[src/rtl/gf_mult_frontend_if.sv]
// rtl/gf_mult_frontend_if.sv - stream and multiplier bus bundle for gf_mult_frontend
//
// Purpose: groups the operand input stream, result output stream and the
// GF(2^163) multiplier bus into one interface.
// Signals:
//   in_valid/in_ready/in_data[31:0]             operand words, LS word first
//   mul_A/mul_B[162:0], mul_start               operands and start to multiplier
//   mul_Z[162:0], mul_done                      product and completion pulse
//   out_valid/out_ready/out_data[31:0]/out_last result words, LS word first
// Modports:
//   slave  - the frontend block
//   master - the environment (source, sink and multiplier)
interface gf_mult_frontend_if;
  logic         in_valid;
  logic         in_ready;
  logic [31:0]  in_data;
  logic [162:0] mul_A;
  logic [162:0] mul_B;
  logic         mul_start;
  logic [162:0] mul_Z;
  logic         mul_done;
  logic         out_valid;
  logic         out_ready;
  logic [31:0]  out_data;
  logic         out_last;

  modport slave (
    input  in_valid, in_data, mul_Z, mul_done, out_ready,
    output in_ready, mul_A, mul_B, mul_start, out_valid, out_data, out_last
  );

  modport master (
    output in_valid, in_data, mul_Z, mul_done, out_ready,
    input  in_ready, mul_A, mul_B, mul_start, out_valid, out_data, out_last
  );
endinterface

[src/rtl/gf_mult_frontend.sv]
// rtl/gf_mult_frontend.sv - word-serial load/unload frontend for a GF(2^163) multiplier
//
// Purpose: assembles two 163-bit operands from six 32-bit words each, holds
// the multiplier start until its done pulse (or a timeout), then streams the
// 163-bit product back out as six 32-bit words.
// Ports:
//   clk   - clock, rising edge
//   rst   - asynchronous active-high reset
//   bus   - gf_mult_frontend_if.slave (input stream, multiplier bus, output stream)
//   busy  - high in every state except LOAD_A
//   err   - sticky timeout flag, cleared by the next accepted input word
// Parameter:
//   TIMEOUT - maximum number of cycles spent waiting in RUN
module gf_mult_frontend #(
  parameter int TIMEOUT = 400
) (
  input  logic                clk,
  input  logic                rst,
  gf_mult_frontend_if.slave   bus,
  output logic                busy,
  output logic                err
);

  typedef enum logic [1:0] {LOAD_A, LOAD_B, RUN, UNLOAD} state_t;

  localparam int TW = $clog2(TIMEOUT + 1);
  localparam logic [TW-1:0] T_LAST = TW'(TIMEOUT - 1);

  state_t        state, state_nx;
  logic [2:0]    wcnt, wcnt_nx;
  logic [TW-1:0] timer;
  logic [162:0]  op_a, op_b, res;
  logic [191:0]  res_ext;
  logic [31:0]   res_word;
  logic          last_word;
  logic          in_rdy, start, ov, ol;
  logic [31:0]   od;
  logic          timed_out;
  logic          in_xfer;

  // Word k lands in bits [32k+31:32k]; word 5 only supplies the top 3 bits.
  function automatic logic [162:0] put_word(input logic [162:0] op,
                                            input logic [2:0]   k,
                                            input logic [31:0]  d);
    logic [162:0] r;
    r = op;
    case (k)
      3'd0: r[31:0]    = d;
      3'd1: r[63:32]   = d;
      3'd2: r[95:64]   = d;
      3'd3: r[127:96]  = d;
      3'd4: r[159:128] = d;
      3'd5: r[162:160] = d[2:0];
      default: r = op;
    endcase
    return r;
  endfunction

  assign last_word = (wcnt == 3'd5);
  // Zero-extend so word 5 naturally reads zeros above bit 162.
  assign res_ext   = {29'b0, res};
  assign res_word  = res_ext[{wcnt, 5'b0} +: 32];
  assign in_xfer   = bus.in_valid && in_rdy;

  always_comb begin
    state_nx  = state;
    wcnt_nx   = wcnt;
    in_rdy    = 1'b0;
    start     = 1'b0;
    ov        = 1'b0;
    od        = 32'd0;
    ol        = 1'b0;
    timed_out = 1'b0;
    case (state)
      LOAD_A: begin
        in_rdy = 1'b1;
        if (bus.in_valid) begin
          wcnt_nx = last_word ? 3'd0 : wcnt + 3'd1;
          if (last_word) state_nx = LOAD_B;
        end
      end
      LOAD_B: begin
        in_rdy = 1'b1;
        if (bus.in_valid) begin
          wcnt_nx = last_word ? 3'd0 : wcnt + 3'd1;
          if (last_word) state_nx = RUN;
        end
      end
      RUN: begin
        start = 1'b1;
        if (bus.mul_done) begin
          state_nx = UNLOAD;
        end else if (timer == T_LAST) begin
          state_nx  = LOAD_A;
          timed_out = 1'b1;
        end
      end
      UNLOAD: begin
        ov = 1'b1;
        od = res_word;
        ol = last_word;
        if (bus.out_ready) begin
          wcnt_nx = last_word ? 3'd0 : wcnt + 3'd1;
          if (last_word) state_nx = LOAD_A;
        end
      end
      default: begin
        state_nx = LOAD_A;
        wcnt_nx  = 3'd0;
      end
    endcase
  end

  always_ff @(posedge clk or posedge rst) begin
    if (rst) begin
      state <= LOAD_A;
      wcnt  <= 3'd0;
    end else begin
      state <= state_nx;
      wcnt  <= wcnt_nx;
    end
  end

  always_ff @(posedge clk or posedge rst) begin
    if (rst) begin
      op_a  <= '0;
      op_b  <= '0;
      res   <= '0;
      timer <= '0;
      err   <= 1'b0;
    end else begin
      if (state == LOAD_A && bus.in_valid) op_a <= put_word(op_a, wcnt, bus.in_data);
      if (state == LOAD_B && bus.in_valid) op_b <= put_word(op_b, wcnt, bus.in_data);
      // A done pulse outside RUN never reaches the result register.
      if (state == RUN && bus.mul_done) res <= bus.mul_Z;
      // Timer restarts from zero on every entry to RUN.
      timer <= (state == RUN && state_nx == RUN) ? timer + 1'b1 : '0;
      if (timed_out)    err <= 1'b1;
      else if (in_xfer) err <= 1'b0;
    end
  end

  assign bus.in_ready  = in_rdy;
  assign bus.mul_A     = op_a;
  assign bus.mul_B     = op_b;
  assign bus.mul_start = start;
  assign bus.out_valid = ov;
  assign bus.out_data  = od;
  assign bus.out_last  = ol;
  assign busy          = (state != LOAD_A);

endmodule
[src/flat_wrapper.sv]
// flat-port wrapper written by rule: the top's interface ports become plain ports
module gf_mult_frontend_flat 
#(
  parameter int TIMEOUT = 400
)
  (clk, rst, busy, err, bus_in_valid, bus_in_data, bus_mul_Z, bus_mul_done, bus_out_ready, bus_in_ready, bus_mul_A, bus_mul_B, bus_mul_start, bus_out_valid, bus_out_data, bus_out_last);
  gf_mult_frontend_if bus_i ();
  input  logic clk;
  input  logic rst;
  output logic busy;
  output logic err;
  input wire logic [$bits(bus_i.in_valid)-1:0] bus_in_valid;
  input wire logic [$bits(bus_i.in_data)-1:0] bus_in_data;
  input wire logic [$bits(bus_i.mul_Z)-1:0] bus_mul_Z;
  input wire logic [$bits(bus_i.mul_done)-1:0] bus_mul_done;
  input wire logic [$bits(bus_i.out_ready)-1:0] bus_out_ready;
  output wire logic [$bits(bus_i.in_ready)-1:0] bus_in_ready;
  output wire logic [$bits(bus_i.mul_A)-1:0] bus_mul_A;
  output wire logic [$bits(bus_i.mul_B)-1:0] bus_mul_B;
  output wire logic [$bits(bus_i.mul_start)-1:0] bus_mul_start;
  output wire logic [$bits(bus_i.out_valid)-1:0] bus_out_valid;
  output wire logic [$bits(bus_i.out_data)-1:0] bus_out_data;
  output wire logic [$bits(bus_i.out_last)-1:0] bus_out_last;
  assign bus_i.in_valid = bus_in_valid;
  assign bus_i.in_data = bus_in_data;
  assign bus_i.mul_Z = bus_mul_Z;
  assign bus_i.mul_done = bus_mul_done;
  assign bus_i.out_ready = bus_out_ready;
  assign bus_in_ready = bus_i.in_ready;
  assign bus_mul_A = bus_i.mul_A;
  assign bus_mul_B = bus_i.mul_B;
  assign bus_mul_start = bus_i.mul_start;
  assign bus_out_valid = bus_i.out_valid;
  assign bus_out_data = bus_i.out_data;
  assign bus_out_last = bus_i.out_last;
  gf_mult_frontend #(.TIMEOUT(TIMEOUT)) u_core (.clk(clk), .rst(rst), .bus(bus_i), .busy(busy), .err(err));
endmodule
[config.mk]
export PLATFORM = sky130hd
export DESIGN_NAME = gf_mult_frontend_flat
export DESIGN_NICKNAME = d
export VERILOG_FILES = /design/src/rtl/gf_mult_frontend_if.sv /design/src/rtl/gf_mult_frontend.sv /design/src/flat_wrapper.sv
export SDC_FILE = /design/constraint.sdc
export NUM_CORES = 1
export LEC_CHECK = 0
export BUFFER_PORTS_ARGS = -buffer_cell sky130_fd_sc_hd__buf_2
export CORE_AREA = 3 3 219 221
export CTS_BUF_LIST = sky130_fd_sc_hd__clkbuf_4 sky130_fd_sc_hd__clkbuf_8 sky130_fd_sc_hd__clkbuf_16
export DETAILED_ROUTE_END_ITERATION = 16
export DIE_AREA = 0 0 222 224
export PLACE_DENSITY = 0.77
export SYNTH_ARGS = -nofsm -noshare
export SYNTH_HDL_FRONTEND = slang
export SYNTH_SLANG_ARGS = --single-unit
export TNS_END_PERCENT = 1
[constraint.sdc]
create_clock -name clk -period 45.7 [get_ports clk]
set_clock_uncertainty 0.1 [all_clocks]
set_input_delay 11.425 -clock clk [delete_from_list [all_inputs] [get_ports clk]]
set_output_delay 11.425 -clock clk [all_outputs]
set_load 0.02 [all_outputs]
# Word level (Yosys, flattened, before mapping)
# Index checks and enable logic that the tools add are counted.
# op_classes
add_sub_neg,2
n_eq_ne,12
shift,1
muxes,24
n_reduce_logical,24
# op_table
operator,count
192-bit by 9-bit variable part select with 32-bit output,1
32-bit two-way mux,1
2-bit AND reduction,12
2-bit two-way mux,8
"9-bit by 1-bit adder with 9-bit output, second input constant",1
"9-bit == test, second input constant",1
1-bit two-way mux,9
3-bit two-way mux,3
9-bit two-way mux,1
2-bit one-hot mux with 4 select lines,1
"2-bit == test, second input constant",3
"3-bit by 2-bit == test with 1-bit output, second input constant",2
"3-bit == test, second input constant",2
3-bit one-hot mux with 2 select lines,1
2-bit nonzero test,3
1-bit logical AND,5
"3-bit by 1-bit adder with 3-bit output, second input constant",1
"3-bit by 1-bit == test with 1-bit output, second input constant",1
3-bit logical NOT,1
3-bit AND reduction,1
"2-bit by 1-bit == test with 1-bit output, second input constant",1
2-bit logical NOT,1
"2-bit by 1-bit inequality test with 1-bit output, second input constant",1
"2-bit inequality test, second input constant",1
2-bit OR reduction,1
# totals
register_bits,504
inputBits,200
elab_cells,80

# Logic depth before layout (Yosys ltp)
# logic_depth
ltp_word,7
ltp_mapped,9
depth_no_buf,5

# Worst setup path before layout
# No wires, ideal clock.
# synth_timing
path_kind,reg2out
from,register u_core.wcnt[0]
to,output port bus_out_data[21]
arrival_ns,1.618
slack_ns,32.557
stages_incl_launch_ff,7
n_path_buf,3
path_cell_list,dfrtp_1 clkbuf_1 nor2b_1 buf_2 buf_1 a22oi_1 o22ai_1
# synth_via
elab_chain_cells,2
# synth_lines
item,line,rtl
"start, declared",gf_mult_frontend.sv:30,"logic [2:0] wcnt, wcnt_nx;"
"start signal, assigned",gf_mult_frontend.sv:120,wcnt <= wcnt_nx;
192-bit by 9-bit variable part select with 32-bit output,gf_mult_frontend.sv:62,"assign res_word = res_ext[{wcnt, 5'b0} +: 32];"
32-bit two-way mux,gf_mult_frontend.sv:74,case (state)
"end, declared",flat_wrapper.sv:22,output wire logic [$bits(bus_i.out_data)-1:0] bus_out_data;
# Every way passes these cells.

# Worst setup path after layout
# layout_timing
from,register u_core.wcnt[0]
to,output port bus_out_data[16]
# Same word-level chain as after synthesis.

==> flow_summary_export.csv <==
group,metric,value,unit
grt,grt-ovfl-total,0,
floorplan,die_w,222,µm
job,cap_violations,0,
cells_and_area,layout-drive-gt1-share,64.04,%
cells_and_area,fin_nets,2046,
cells_and_area,fill_cells,3788,
synth,async_reset_ff_share,100.0,%
synth,synth_top_area_share,62.11,%
synth,synth_cells,1322,
cells_and_area,area_delta_synth_final,24.37,%
timing,setup_tns,0,ns
min_path,hp-class,"flip-flop to flip-flop",
critical_path,path_class,"flip-flop to primary output",
timing,grt_setup_unrepaired,"no",
placement,portBuffers,563,
critical_path,worst_setup_path_start_kind,"flip-flop",
timing,slew_headroom,14.47,%
floorplan,die_y,224,µm
synth,synth_most_common_cell,"mux2_2",
clock_tree,clk_pin_slew,0.06,ns
critical_path,worstPathMaxFanout,42,
synth,synth_area_per_cell,15.36,µm²
floorplan,rows,79,
placement,place_inst,2397,
synth,syn-num-nets,1524,
placement,dp_slack,31.40,ns
placement,place.gp.congestion,0.8349,
routing,top_layer_used,"met5",
critical_path,required,34.18,ns
grt,grtUsageTotal,22.16,%
synth,synthTopCellsByCount,"mux2_2, dfrtp_1, buf_2",
power,power_leakage,12.94,nW
routing,routed_wl,56870,µm
routing,dr.first_iter.drc_count,656,
synth,synth_cell_types,42,
clock_tree,cts_buffers,52,
clock_tree,cts.sinks,504,
timing,min_period_over_period,31.53,%
routing,firstDrtPassIters,5,
cells_and_area,final_area,25250,µm²
critical_path,r2r_slack,42.52,ns
routing,wl_met3,4948,µm
timing,min_period,14.41,ns
grt,grt_pass1_vias,13850,
timing,setup_viol_count_final,0,
grt,antenna_found_initial,17,
clock_tree,cts_setup_buffers,0,
routing,postRouteAntennaNets,0,
routing,wl_per_cell,22.79,µm
cells_and_area,final_util,54.48,%
power,peakVddDrop,47.89,µV
synth,yosys.area.top_type,"dfrtp_1",
synth,synth-main-ff-cell,"dfrtp_1",
synth,synth_seq_cells,504,
timing,fmax,69.40,MHz
clock_tree,holdBufCountCts,0,
floorplan,io_pins,564,
power,power_density,75.42,nW/µm²
timing,finalMaxSlewViolations,0,
run_status,status,"completed",
synth,syn_area,20310,µm²
clock_tree,clk_latency,0.58,ns
cells_and_area,final_cells,2495,
routing,drc,0,
synth,synth_warnings,0,
grt,grt_max_degree,166,
clock_tree,cts_tree,"built",
routing,vias_per_cell,5.332,
synth,synth_edf_count,0,
timing,worstMarginPinSlew,1.281,ns
placement,dpl.hpwl,39850,µm
placement,placed_area,23560,µm²
synth,synth-seq-area-share,62.11,%
clock_tree,clockBufferDepth,3,
routing,via_count,13300,
timing,worst_slack,31.29,ns
clock_tree,root_buffer,"clkbuf_16",
floorplan,core_area,46360,µm²
clock_tree,cts.htree.levels,2,
clock_tree,cts_resized,0,
timing,hold_viol,0,
synth,synth_area_leaders,"dfrtp_1, mux2_2, mux2i_1",
grt,grt_pass1_wl,85160,µm
floorplan,dieArea,49730,µm²
floorplan,initial_utilization,43.80,%
routing,wl_met2,27880,µm
routing,wl_met1,22370,µm
critical_path,arrival,2.88,ns
critical_path,end_kind,"primary output",
[logic make-up (layout without fill, tap and decap cells)]
family / count (synthesis) / in the layout / synth area share [%]
XOR/XNOR: 3 / 3 / 0.1294
buffers and inverters: 118 / 676 / 2.563
AND/OR/NAND/NOR: 64 / 64 / 1.818
other: 0 / 8 / 0
adder cells (fa/ha/maj): 2 / 2 / 0.1232
multiplexers: 555 / 555 / 30.75
AO/OA/AOI/OAI: 76 / 76 / 2.508
flip-flops: 504 / 504 / 62.11
[registers in the layout (all words and copies together) (netlist names)]
register	cells
u_core.bus.mul_A	163
u_core.bus.mul_B	163
u_core.err	1
u_core.res	163
u_core.state	2
u_core.timer	9
u_core.wcnt	3
[layout make-up]
type	count	area (µm²)	share of cell area, %
Sequential cell	504	12610	49.95
Multi-Input combinational cell	700	7212	28.56
Timing Repair Buffer	575	2920	11.56
Clock buffer	74	1534	6.074
Tap cell	607	759.5	3.007
Clock inverter	16	145.1	0.5747
Inverter	11	48.80	0.1932
Antenna cell	8	20.02	0.07927
[worst max-delay path, cell delays in order (launching register included)]
cell     delay, ns
dfrtp_2       0.35
buf_4         0.57
nor2b_2       0.26
buf_4         0.39
a22oi_1       0.18
o22ai_1       0.27
buf_2         0.22
[metal layers]
metal / global-route usage [%] / up-vias
met3: 7.797 / 111
li1: - / 5781
met1: 26.87 / 6882
met4: 6.522 / 16
met5: 0 / -
met2: 37.60 / 514
[power breakdown]
group	total [W]	internal (W)	switching, W
Combinational	0.000729	0.000319	0.000410
Sequential	0.000760	0.000646	0.000115
Clock	0.000415	0.000244	0.000170
Total	0.00190	0.00121	0.000695
[cells in the final DEF, fill, tap and decap left out, types with 2 or more instances in the layout]
| cell | n |
|---|---|
| buf_2 | 563 |
| mux2_2 | 519 |
| dfrtp_1 | 502 |
| clkbuf_16 | 53 |
| mux2i_1 | 32 |
| o22ai_1 | 32 |
| a22oi_1 | 29 |
| clkbuf_4 | 13 |
| buf_4 | 11 |
| inv_1 | 10 |
| clkinv_2 | 10 |
| diode_2 | 8 |
| nand2_1 | 8 |
| clkbuf_8 | 8 |
| nor2_1 | 7 |
| nand4_1 | 6 |
| nor2b_1 | 6 |
| nand2_2 | 6 |
| nand3_1 | 6 |
| or3_1 | 5 |
| a21oi_1 | 5 |
| o21ai_0 | 4 |
| xnor2_1 | 3 |
| mux4_2 | 3 |
| inv_6 | 3 |
| or2_2 | 2 |
| nand2b_1 | 2 |
| and3_1 | 2 |
| o211ai_1 | 2 |
| ha_1 | 2 |
| bufinv_16 | 2 |
| dfrtp_2 | 2 |
[metrics by stage]
step | total power (W) | hold slack (ns)
6_report | 0.001905 | 0.3963
5_1_grt | 0.001997 | 0.4070
4_1_cts | 0.001918 | 0.3967
3_5_place_dp | 0.001498 | 0.3864
3_3_place_gp | 0.001469 | 0.3771
2_1_floorplan | 0.001228 | 0.3543
[path summary, 6_finish.rpt]
path                                      startpoint                     to  cells past startpoint
worst max-delay path                  u_core.wcnt[0]       bus_out_data[16]                      6
worst min-delay path            u_core.bus.mul_B[21]   u_core.bus.mul_B[21]                      1
min in group asynchronous                        rst   u_core.bus.mul_B[87]                      2
worst max register to register        u_core.wcnt[2]  u_core.bus.mul_B[135]                      3
worst min register to register  u_core.bus.mul_B[21]   u_core.bus.mul_B[21]                      1
max in group asynchronous                        rst   u_core.bus.mul_A[63]                      4
Power figures use the tool's default switching activity.
